## src/rtl/mem_arbiter_if.sv

```systemverilog
// mem_arbiter_if: bundles the fetch, data and shared-memory signals of mem_arbiter.
// The slave modport is the arbiter's view; the master modport is the view of the
// surrounding fetch/data clients and memory model.
interface mem_arbiter_if;
  // Fetch side
  logic        if_req;
  logic [31:0] if_addr;
  logic        if_ack;
  logic [31:0] if_rdata;
  // Data side
  logic        d_req;
  logic        d_we;
  logic [31:0] d_addr;
  logic [31:0] d_wdata;
  logic        d_ack;
  logic [31:0] d_rdata;
  // Shared memory port
  logic        mem_req;
  logic        mem_we;
  logic [31:0] mem_addr;
  logic [31:0] mem_wdata;
  logic        mem_ready;
  logic [31:0] mem_rdata;
  // Status
  logic        err;
  logic        busy;

  modport slave (
    input  if_req, if_addr,
    input  d_req, d_we, d_addr, d_wdata,
    input  mem_ready, mem_rdata,
    output if_ack, if_rdata,
    output d_ack, d_rdata,
    output mem_req, mem_we, mem_addr, mem_wdata,
    output err, busy
  );

  modport master (
    output if_req, if_addr,
    output d_req, d_we, d_addr, d_wdata,
    output mem_ready, mem_rdata,
    input  if_ack, if_rdata,
    input  d_ack, d_rdata,
    input  mem_req, mem_we, mem_addr, mem_wdata,
    input  err, busy
  );
endinterface

```

## src/rtl/mem_arbiter.sv

```systemverilog
// mem_arbiter: shares one memory port between an instruction-fetch requester and a
// data requester. One access is in flight at a time; each access ends with a
// one-cycle ack to the granted side, optionally flagged err on memory timeout.
// Optional feature: define MEM_ARBITER_RR_EN for round-robin arbitration of
// simultaneous requests; otherwise the data side always wins a conflict.
module mem_arbiter #(
  parameter int unsigned WAIT_LIMIT = 16
) (
  input  logic         clk,
  input  logic         rst,
  mem_arbiter_if.slave bus
);

  localparam int unsigned CNT_W = 8;
  localparam int unsigned AW    = 32;
  localparam int unsigned DW    = 32;

  typedef enum logic [1:0] {
    IDLE   = 2'd0,
    BUSY_I = 2'd1,
    BUSY_D = 2'd2,
    DONE   = 2'd3
  } state_e;

`ifdef MEM_ARBITER_RR_EN
  typedef enum logic {
    GNT_I = 1'b0,
    GNT_D = 1'b1
  } grant_e;

  grant_e last_grant_q, last_grant_d;
`endif

  state_e           state_q, state_d;
  logic [CNT_W-1:0] cnt_q, cnt_d;
  logic [CNT_W-1:0] cnt_inc_c;
  logic             pick_d_c;

  logic             mem_req_q, mem_req_d;
  logic             mem_we_q, mem_we_d;
  logic [AW-1:0]    mem_addr_q, mem_addr_d;
  logic [DW-1:0]    mem_wdata_q, mem_wdata_d;
  logic             if_ack_q, if_ack_d;
  logic             d_ack_q, d_ack_d;
  logic [DW-1:0]    if_rdata_q, if_rdata_d;
  logic [DW-1:0]    d_rdata_q, d_rdata_d;
  logic             err_q, err_d;
  logic             busy_q, busy_d;

  // Next-state: request sampling/latching, completion, timeout and ack generation
  always_comb begin
    state_d     = state_q;
    cnt_d       = cnt_q;
    cnt_inc_c   = cnt_q + CNT_W'(1);
    pick_d_c    = 1'b0;
    mem_req_d   = 1'b0;
    mem_we_d    = mem_we_q;
    mem_addr_d  = mem_addr_q;
    mem_wdata_d = mem_wdata_q;
    if_ack_d    = 1'b0;
    d_ack_d     = 1'b0;
    if_rdata_d  = if_rdata_q;
    d_rdata_d   = d_rdata_q;
    err_d       = err_q;
`ifdef MEM_ARBITER_RR_EN
    last_grant_d = last_grant_q;
`endif

    unique case (state_q)
      IDLE: begin
        // Conflict resolution: round-robin favours the side not granted last.
        if (bus.d_req && bus.if_req) begin
`ifdef MEM_ARBITER_RR_EN
          pick_d_c = (last_grant_q == GNT_I);
`else
          pick_d_c = 1'b1;
`endif
        end else begin
          pick_d_c = bus.d_req;
        end

        if (bus.d_req || bus.if_req) begin
          cnt_d     = '0;
          mem_req_d = 1'b1;
          if (pick_d_c) begin
            state_d     = BUSY_D;
            mem_we_d    = bus.d_we;
            mem_addr_d  = bus.d_addr;
            mem_wdata_d = bus.d_wdata;
          end else begin
            state_d     = BUSY_I;
            mem_we_d    = 1'b0;
            mem_addr_d  = bus.if_addr;
            mem_wdata_d = '0;
          end
`ifdef MEM_ARBITER_RR_EN
          last_grant_d = pick_d_c ? GNT_D : GNT_I;
`endif
        end
      end

      BUSY_I, BUSY_D: begin
        mem_req_d = 1'b1;
        if (bus.mem_ready) begin
          // Normal completion wins even on the cycle the wait budget runs out.
          state_d   = DONE;
          mem_req_d = 1'b0;
          err_d     = 1'b0;
          if (state_q == BUSY_D) begin
            d_ack_d   = 1'b1;
            d_rdata_d = bus.mem_rdata;
          end else begin
            if_ack_d   = 1'b1;
            if_rdata_d = bus.mem_rdata;
          end
        end else if (cnt_inc_c == CNT_W'(WAIT_LIMIT)) begin
          // Wait budget exhausted: complete with error and zero data.
          state_d   = DONE;
          cnt_d     = cnt_inc_c;
          mem_req_d = 1'b0;
          err_d     = 1'b1;
          if (state_q == BUSY_D) begin
            d_ack_d   = 1'b1;
            d_rdata_d = '0;
          end else begin
            if_ack_d   = 1'b1;
            if_rdata_d = '0;
          end
        end else begin
          cnt_d = cnt_inc_c;
        end
      end

      DONE: begin
        state_d = IDLE;
      end

      default: begin
        state_d = IDLE;
      end
    endcase

    busy_d = (state_d != IDLE);
  end

  // State and registered outputs; reset abandons any in-flight access silently
  always_ff @(posedge clk or posedge rst) begin
    if (rst) begin
      state_q     <= IDLE;
      cnt_q       <= '0;
      mem_req_q   <= 1'b0;
      mem_we_q    <= 1'b0;
      mem_addr_q  <= '0;
      mem_wdata_q <= '0;
      if_ack_q    <= 1'b0;
      d_ack_q     <= 1'b0;
      if_rdata_q  <= '0;
      d_rdata_q   <= '0;
      err_q       <= 1'b0;
      busy_q      <= 1'b0;
    end else begin
      state_q     <= state_d;
      cnt_q       <= cnt_d;
      mem_req_q   <= mem_req_d;
      mem_we_q    <= mem_we_d;
      mem_addr_q  <= mem_addr_d;
      mem_wdata_q <= mem_wdata_d;
      if_ack_q    <= if_ack_d;
      d_ack_q     <= d_ack_d;
      if_rdata_q  <= if_rdata_d;
      d_rdata_q   <= d_rdata_d;
      err_q       <= err_d;
      busy_q      <= busy_d;
    end
  end

`ifdef MEM_ARBITER_RR_EN
  // Round-robin history; fetch counts as last granted out of reset
  always_ff @(posedge clk or posedge rst) begin
    if (rst) begin
      last_grant_q <= GNT_I;
    end else begin
      last_grant_q <= last_grant_d;
    end
  end
`endif

  // Drive interface outputs from their registers
  assign bus.mem_req   = mem_req_q;
  assign bus.mem_we    = mem_we_q;
  assign bus.mem_addr  = mem_addr_q;
  assign bus.mem_wdata = mem_wdata_q;
  assign bus.if_ack    = if_ack_q;
  assign bus.d_ack     = d_ack_q;
  assign bus.if_rdata  = if_rdata_q;
  assign bus.d_rdata   = d_rdata_q;
  assign bus.err       = err_q;
  assign bus.busy      = busy_q;

endmodule
```

## src/flat_wrapper.sv

```systemverilog
// flat-port wrapper written by rule: the top's interface ports become plain ports
module mem_arbiter_flat 
#(
  parameter int unsigned WAIT_LIMIT = 16
)
  (clk, rst, bus_if_req, bus_if_addr, bus_d_req, bus_d_we, bus_d_addr, bus_d_wdata, bus_mem_ready, bus_mem_rdata, bus_if_ack, bus_if_rdata, bus_d_ack, bus_d_rdata, bus_mem_req, bus_mem_we, bus_mem_addr, bus_mem_wdata, bus_err, bus_busy);
  mem_arbiter_if bus_i ();
  input  logic clk;
  input  logic rst;
  input wire logic [$bits(bus_i.if_req)-1:0] bus_if_req;
  input wire logic [$bits(bus_i.if_addr)-1:0] bus_if_addr;
  input wire logic [$bits(bus_i.d_req)-1:0] bus_d_req;
  input wire logic [$bits(bus_i.d_we)-1:0] bus_d_we;
  input wire logic [$bits(bus_i.d_addr)-1:0] bus_d_addr;
  input wire logic [$bits(bus_i.d_wdata)-1:0] bus_d_wdata;
  input wire logic [$bits(bus_i.mem_ready)-1:0] bus_mem_ready;
  input wire logic [$bits(bus_i.mem_rdata)-1:0] bus_mem_rdata;
  output wire logic [$bits(bus_i.if_ack)-1:0] bus_if_ack;
  output wire logic [$bits(bus_i.if_rdata)-1:0] bus_if_rdata;
  output wire logic [$bits(bus_i.d_ack)-1:0] bus_d_ack;
  output wire logic [$bits(bus_i.d_rdata)-1:0] bus_d_rdata;
  output wire logic [$bits(bus_i.mem_req)-1:0] bus_mem_req;
  output wire logic [$bits(bus_i.mem_we)-1:0] bus_mem_we;
  output wire logic [$bits(bus_i.mem_addr)-1:0] bus_mem_addr;
  output wire logic [$bits(bus_i.mem_wdata)-1:0] bus_mem_wdata;
  output wire logic [$bits(bus_i.err)-1:0] bus_err;
  output wire logic [$bits(bus_i.busy)-1:0] bus_busy;
  assign bus_i.if_req = bus_if_req;
  assign bus_i.if_addr = bus_if_addr;
  assign bus_i.d_req = bus_d_req;
  assign bus_i.d_we = bus_d_we;
  assign bus_i.d_addr = bus_d_addr;
  assign bus_i.d_wdata = bus_d_wdata;
  assign bus_i.mem_ready = bus_mem_ready;
  assign bus_i.mem_rdata = bus_mem_rdata;
  assign bus_if_ack = bus_i.if_ack;
  assign bus_if_rdata = bus_i.if_rdata;
  assign bus_d_ack = bus_i.d_ack;
  assign bus_d_rdata = bus_i.d_rdata;
  assign bus_mem_req = bus_i.mem_req;
  assign bus_mem_we = bus_i.mem_we;
  assign bus_mem_addr = bus_i.mem_addr;
  assign bus_mem_wdata = bus_i.mem_wdata;
  assign bus_err = bus_i.err;
  assign bus_busy = bus_i.busy;
  mem_arbiter #(.WAIT_LIMIT(WAIT_LIMIT)) u_core (.clk(clk), .rst(rst), .bus(bus_i));
endmodule
```

## config.mk

```make
export PLATFORM = sky130hd
export DESIGN_NAME = mem_arbiter_flat
export DESIGN_NICKNAME = d
export VERILOG_FILES = /design/src/rtl/mem_arbiter_if.sv /design/src/rtl/mem_arbiter.sv /design/src/flat_wrapper.sv
export SDC_FILE = /design/constraint.sdc
export NUM_CORES = 1
export LEC_CHECK = 0
export ABC_AREA = 1
export CORE_ASPECT_RATIO = 1.2
export CORE_MARGIN = 1
export CORE_UTILIZATION = 42
export CTS_CLUSTER_SIZE = 20
export DETAILED_ROUTE_END_ITERATION = 10
export PLACE_DENSITY = 0.8
export REMOVE_ABC_BUFFERS = 1
export SLEW_MARGIN = 0
export SYNTH_ARGS = -nofsm -noshare
export SYNTH_HDL_FRONTEND = slang
export SYNTH_SLANG_ARGS = --single-unit
```

## constraint.sdc

```tcl
create_clock -name clk -period 5.6 [get_ports clk]
set_input_delay 1.4 -clock clk [delete_from_list [all_inputs] [get_ports clk]]
set_output_delay 1.4 -clock clk [all_outputs]
set_load 0.03 [all_outputs]
```

==> results by group, run 1 <==
Synth
  • Mapped cell area: 6176 um^2
  • FF+latch count, synth: 144
  • Cells after synthesis: 702
  • Mean area per synthesized cell: 8.798 um^2
  • Unique cell type count in the Yosys netlist: 25
  • Ys Warns: 0
  • Seq/Total Area, Yosys: 58.35%

Clocking
  • CTS root buf: clkbuf_16
  • Post-CTS Hold Fix Bufs: 0
  • CTS tree: done
  • Clk slew on worst S/H paths: 0.06 ns
  • Post-CTS Setup Repair Bufs: 0
  • Clock Sinks: 144
  • CTS resizes: 0
  • Worst skew pair latency: 0.41 ns
  • CTS buffer count: 17
  • Max Root-Sink Buffers: 2
  • # H-tree levels: 4

Routing
  • DRC: 0
  • Initial DRT Pass Iterations: 4
  • WL/cell: 15.75 um
  • Vias per inst: 5.121
  • Routed Antenna Nets: 0
  • Routed WL: 17,780 um
  • Via count: 5,782
  • Initial DRC count: 509

Pwr
  • Power density cells: 636.7 nW/um^2
  • P_leak: 4.421 nW
  • Net Sw Power: 2.630 mW
  • Sw Ratio: 43.37%
  • Clk pwr share: 20.7%
  • Sequential power share: 29.0%
  • Int Power: 3.435 mW
  • Gate power share: 50.3%
  • VDD IR-drop max: 0.3365 mV

STA
  • RSZ-0062 raised after global routing: no
  • Max-slew violation count: 0
  • Final setup viols: 0
  • Fin crit period: 3.572 ns
  • Maximum clock rate: 279.9 MHz
  • Final period util: 63.79%
  • Fin Setup TNS: 0 ns
  • Layout Skew: 0.01205 ns
  • Setup WS post-layout: 2.028 ns
  • WHS: 0.4674 ns
  • Final-report hold violation count: 0
  • Tightest Pin Transition: 1.140 ns
  • Worst slew margin: 23.90%

Placed design
  • Post-detail-place hpwl: 11,740 um
  • # port buffers: 267
  • GP Congestion: 0.8008
  • Post-place setup slack: 1.560 ns

Critical path
  • Setup crit end kind: register
  • Req. time, crit path: 5.91 ns
  • CP arrival: 3.88 ns
  • CP max FO: 66
  • Crit path kind: in -> reg
  • CP Launch Type: primary input

Cells and area
  • P&R area growth vs syn: 54.25%
  • Fin nets: 1,080
  • Fraction of layout cells with a size suffix above 1: 5.031%
  • Commonest non-fill, non-tap cell in the layout: nand2_1
  • Final core occ: 66.37%
  • Diode count: 0
  • Commonest cells after routing, fill and taps aside: 273 x nand2_1, 265 x clkdlybuf4s50_1, 144 x dfrtp_1

Global routing
  • First-pass GRT wire length: 28,780 um
  • Antenna violations before repair: 0
  • Gr ovfl total: 0
  • Global router's overall resource usage: 24.08%
  • Pin count of the biggest net entering global routing: 100
  • Number of global-route vias before repair: 5,679

Job
  • Max-cap check violation count: 0

Die
  • Initial Util: 43.03%
  • Die area: 15,200 um^2
  • DIE WIDTH: 112.7 um
  • Die H: 134.8 um
  • Num rows: 48
  • Core region area: 14,350 um^2
  • IO Count: 268

Worst hold path
  • Worst hold path class: reg -> reg

Outcome
  • Status: finished, final reports clean
state kept, by name, summed over array words and instances, names as in the netlist, 2 cells and up:
name and count:
u_core.bus.if_rdata 32, u_core.state_q 2, u_core.bus.mem_addr 32, u_core.cnt_q 8, u_core.bus.d_rdata 32, u_core.bus.mem_wdata 32
routing by layer:
| layer | routed length (um) | vias up | part of all wire (%) | track usage [%] |
|---|---|---|---|---|
| met5 | 0 | - | 0 | 0 |
| met4 | 295 | 0 | 1.7 | 9.481 |
| met3 | 1385 | 20 | 7.8 | 5.745 |
| met2 | 8738 | 254 | 49 | 39.68 |
| met1 | 7364 | 2701 | 41 | 30.67 |
| li1 | - | 2807 | - | - |
power by group through the flow:
stage	logic, mW	registers (mW)	clock network, mW
6_report	3.05	1.76	1.26
5_1_grt	3.28	1.81	1.32
4_1_cts	3.08	1.76	1.27
3_5_place_dp	3.07	1.76	0
3_3_place_gp	3.02	1.75	0
2_1_floorplan	0.880	2.61	0
critical path: stages:
cell and delay (ns):
clkdlybuf4s50_1 0.45, inv_1 0.08, a21oi_4 0.11, buf_4 0.50, clkinv_1 0.95, a21oi_1 0.39
area by class of cell:
| type | count | area, um^2 |
|---|---|---|
| Fill cell | 1165 | 4827 |
| Sequential cell | 144 | 3603 |
| Timing Repair Buffer | 275 | 2723 |
| Multi-Input combinational cell | 482 | 2245 |
| Clock buffer | 19 | 442.9 |
| Tap cell | 175 | 219.0 |
| Clock inverter | 12 | 206.4 |
| Inverter | 22 | 87.58 |
path summary, 6_finish.rpt:
path	slack, ns	depth (start not counted)	startpoint	to
worst max-delay path	2.03	6	bus_if_req	u_core.bus.mem_req
worst min-delay path	0.47	2	u_core.bus.d_rdata[11]	u_core.bus.d_rdata[11]
worst max register to register	2.15	7	u_core.state_q[0]	u_core.bus.mem_req
worst min register to register	0.47	2	u_core.bus.d_rdata[11]	u_core.bus.d_rdata[11]
max in group asynchronous	3.07	3	rst	u_core.bus.if_rdata[26]
min in group asynchronous	1.59	2	rst	u_core.bus.if_rdata[10]
metrics by stage:
stage	total power, mW	cell area (um^2)	cells
after detailed placement	4.834	8877	1098
final	6.065	9527	1129
after global routing	6.410	9527	1129
after CTS	6.109	9527	1129
after global placement	4.775	8877	1098
after floorplan	3.493	5917	648
synth_stat cells:
| master | number | area, um^2 |
|---|---|---|
| dfrtp_1 | 144 | 3603 |
| nand3_4 | 2 | 35.03 |
| nor2_2 | 1 | 6.260 |
| o22ai_1 | 2 | 12.51 |
| a31oi_1 | 32 | 200.2 |
| nand4_1 | 64 | 400.4 |
| o21bai_1 | 1 | 7.510 |
| o32ai_1 | 1 | 8.760 |
| clkinv_1 | 1 | 3.750 |
| ha_1 | 4 | 50.05 |
| o21ai_0 | 4 | 20.02 |
| mux2i_1 | 1 | 10.01 |
| o21a_1 | 2 | 15.01 |
| clkbuf_1 | 39 | 146.4 |
| inv_1 | 21 | 78.83 |
| a21oi_1 | 6 | 30.03 |
| nand2_2 | 1 | 6.260 |
| nor2_1 | 41 | 153.9 |
| buf_6 | 6 | 67.56 |
| xor2_1 | 2 | 17.52 |
| a211oi_1 | 1 | 7.510 |
| buf_2 | 9 | 45.04 |
| nand3_1 | 43 | 215.2 |
| nand3_2 | 1 | 10.01 |
| nand2_1 | 273 | 1025 |
kinds of logic (layout without fill, tap and decap cells):
group	after synthesis	count (layout)	synth area share, %
fa+ha+maj	4	4	0.8104
mux	1	1	0.1621
compound gates	49	49	4.883
simple gates	426	426	29.98
flops	144	144	58.35
buf+inv	76	328	5.531
xor+xnor	2	2	0.2837
Note: power is estimated with default switching activity, not from simulation.
==> inputs of run 2 (changes only) <==
==> constraint.sdc (replaced) <==
create_clock -name clk -period 3.6 [get_ports clk]
set_input_delay 0.9 -clock clk [delete_from_list [all_inputs] [get_ports clk]]
set_output_delay 0.9 -clock clk [all_outputs]
set_load 0.03 [all_outputs]
==> run 2 against run 1 <==
Net effect:
- via count increased by 0.22%
- non-clock buffer count grew 3
- final cell count up 0.27%
- sequential cell count unchanged
- clock-buffer cell count up 2
- worst hold slack lost 0.0025 ns
- sequential power is 56% higher
- clock skew down 0.0044 ns
- highest routed layer unchanged
==> results by group, run 2 (same netlist as run 1, synthesis figures left out) <==
Outcome
  • Status: finished, final reports clean

Critical path
  • CP peak stage delay: 0.78 ns (-0.17 ns)
  • CP arrival: 2.84 ns (-1.04 ns)
  • Slowest-stage cell, CP: ha_2
  • Crit path kind: reg -> reg
  • Worst flop-to-flop path startpoint: u_core.state_q[1]
  • Crit path top cell by count: inv_1
  • Req. time, crit path: 3.91 ns (-2.00 ns)
  • WP buf/inv: 2 (-2)
  • Worst setup startpoint: u_core.state_q[1]
  • Worst setup endpoint: u_core.cnt_q[2]
  • Crit path cell chain: inv_1 > ha_2 > inv_1 > nor2_1 > o21a_1 > nand2_1 > o32ai_1
  • Worst R2R End: u_core.cnt_q[2]
  • Crit path max-delay family: adder cells
  • Critical path depth in cells: 7 (+1)
  • CP max FO: 34 (-48%)
  • Setup crit end kind: register
  • Worst R2R Path Depth: 7 (unchanged)
  • Worst reg-to-reg setup slack: 1.07 ns (-1.08 ns)
  • CP Launch Type: register

STA
  • RSZ-0062 raised after global routing: no
  • Final period util: 70.21%
  • Final-report hold violation count: 0 (unchanged)
  • Worst slew margin: 54.57% (+31 points)
  • Fin crit period: 2.527 ns
  • Fin Setup TNS: 0 ns (unchanged)
  • Setup WS post-layout: 1.073 ns (-0.9553 ns)
  • Layout Skew: 0.007683 ns (-0.004365 ns)
  • WHS: 0.4649 ns (-0.002515 ns)
  • Max-slew violation count: 0 (unchanged)
  • Tightest Pin Transition: 0.6814 ns (-0.4588 ns)
  • Final setup viols: 0 (unchanged)
  • Maximum clock rate: 395.7 MHz

Die
  • Die area: 15,200 um^2 (unchanged)
  • Num rows: 48 (unchanged)
  • Die H: 134.8 um (unchanged)
  • Initial Util: 43.03% (unchanged)
  • IO Count: 268 (unchanged)
  • DIE WIDTH: 112.7 um (unchanged)
  • Core region area: 14,350 um^2 (unchanged)

Clocking
  • Post-CTS Hold Fix Bufs: 0 (unchanged)
  • CTS tree: done
  • Clock Sinks: 144 (unchanged)
  • Clk slew on worst S/H paths: 0.06 ns (about the same)
  • CTS buffer count: 17 (unchanged)
  • # H-tree levels: 4 (unchanged)
  • Max Root-Sink Buffers: 2 (unchanged)
  • Post-CTS Setup Repair Bufs: 0 (unchanged)
  • CTS resizes: 0 (unchanged)
  • Worst skew pair latency: 0.41 ns (about the same)
  • CTS root buf: clkbuf_16

Global routing
  • First-pass GRT wire length: 28,240 um (-1.9%)
  • Pin count of the biggest net entering global routing: 66 (-34%)
  • Global router's overall resource usage: 24.04% (-0.040 points)
  • Gr ovfl total: 0 (unchanged)
  • Antenna violations before repair: 0 (unchanged)
  • Number of global-route vias before repair: 5,606 (-1.3%)

Pwr
  • Total power: 9.205 mW (+52%)
  • VDD IR-drop max: 0.4744 mV (+41%)
  • Power density cells: 971.4 nW/um^2 (+53%)
  • P_leak: 4.401 nW (-0.43%)

Cells and area
  • Final core occ: 66.02% (-0.35 points)
  • Commonest cells after routing, fill and taps aside: 273 x nand2_1, 265 x clkdlybuf4s50_1, 144 x dfrtp_1
  • Fin nets: 1,083 (+0.28%)
  • Fraction of layout cells with a size suffix above 1: 5.120% (+0.089 points)
  • Final instance area: 9477 um^2 (-0.53%)
  • Diode count: 0 (unchanged)
  • Fin cells: 1,132 (+0.27%)
  • P&R area growth vs syn: 53.44%
  • Commonest non-fill, non-tap cell in the layout: nand2_1

Routing
  • Vias per inst: 5.119 (about the same)
  • DRC: 0 (unchanged)
  • Routed Antenna Nets: 0 (unchanged)
  • Initial DRT Pass Iterations: 4 (unchanged)
  • Initial DRC count: 437 (-14%)
  • Routed WL: 17,610 um (-0.97%)
  • WL/cell: 15.56 um (-1.2%)
  • Via count: 5,795 (+0.22%)

Placed design
  • GP Congestion: 0.7631 (-4.7%)
  • Post-place setup slack: 0.8774 ns (-0.6829 ns)
  • # port buffers: 267 (unchanged)
  • Post-detail-place hpwl: 12,040 um (+2.6%)
  • Cell Area, Placed: 8912 um^2 (+0.39%)
  • Dpl cells: 1,101 (+0.27%)

Worst hold path
  • Worst hold path class: reg -> reg

Job
  • Max-cap check violation count: 0 (unchanged)
run 2: worst min path at each step:
stage,to,start,cells after the start
after floorplan,u_core.cnt_q[0],u_core.cnt_q[0],1
after global placement,u_core.bus.d_rdata[25],u_core.bus.d_rdata[25],2
after detailed placement,u_core.bus.mem_wdata[21],u_core.bus.mem_wdata[21],2
after CTS,u_core.bus.d_rdata[13],u_core.bus.d_rdata[13],2
after global routing,u_core.bus.d_rdata[27],u_core.bus.d_rdata[27],2
final,u_core.bus.mem_wdata[21],u_core.bus.mem_wdata[21],2
run 2: final cells by class:
type	instances	area, um^2
fillers	1212	4877
flip-flops and latches	144	3603
repair buffers	278	2758
multi-input cells	482	2245
clock buffers	21	450.4
well taps	175	219.0
clock inverters	10	113.9
inverters	22	87.58
run 2: power breakdown:
part	internal, mW	leakage, nW	total, mW	switching [mW]
registers	2.34	1.78	2.74	0.399
logic	1.78	2.34	4.78	3.00
clock network	1.03	0.277	1.69	0.657
total	5.15	4.40	9.21	4.06
run 2: per-layer routing:
layer,vias up,track usage [%],wire [um]
met5,-,0,0
met4,0,11.41,571
met3,35,7.630,1501
met2,256,39.33,8442
met1,2695,28.86,7094
li1,2809,-,-
run 2: worst min-delay path, stage by stage (launching register included):
cell     delay (ns)
dfrtp_1        0.34
nand2_1        0.05
nand2_1        0.04
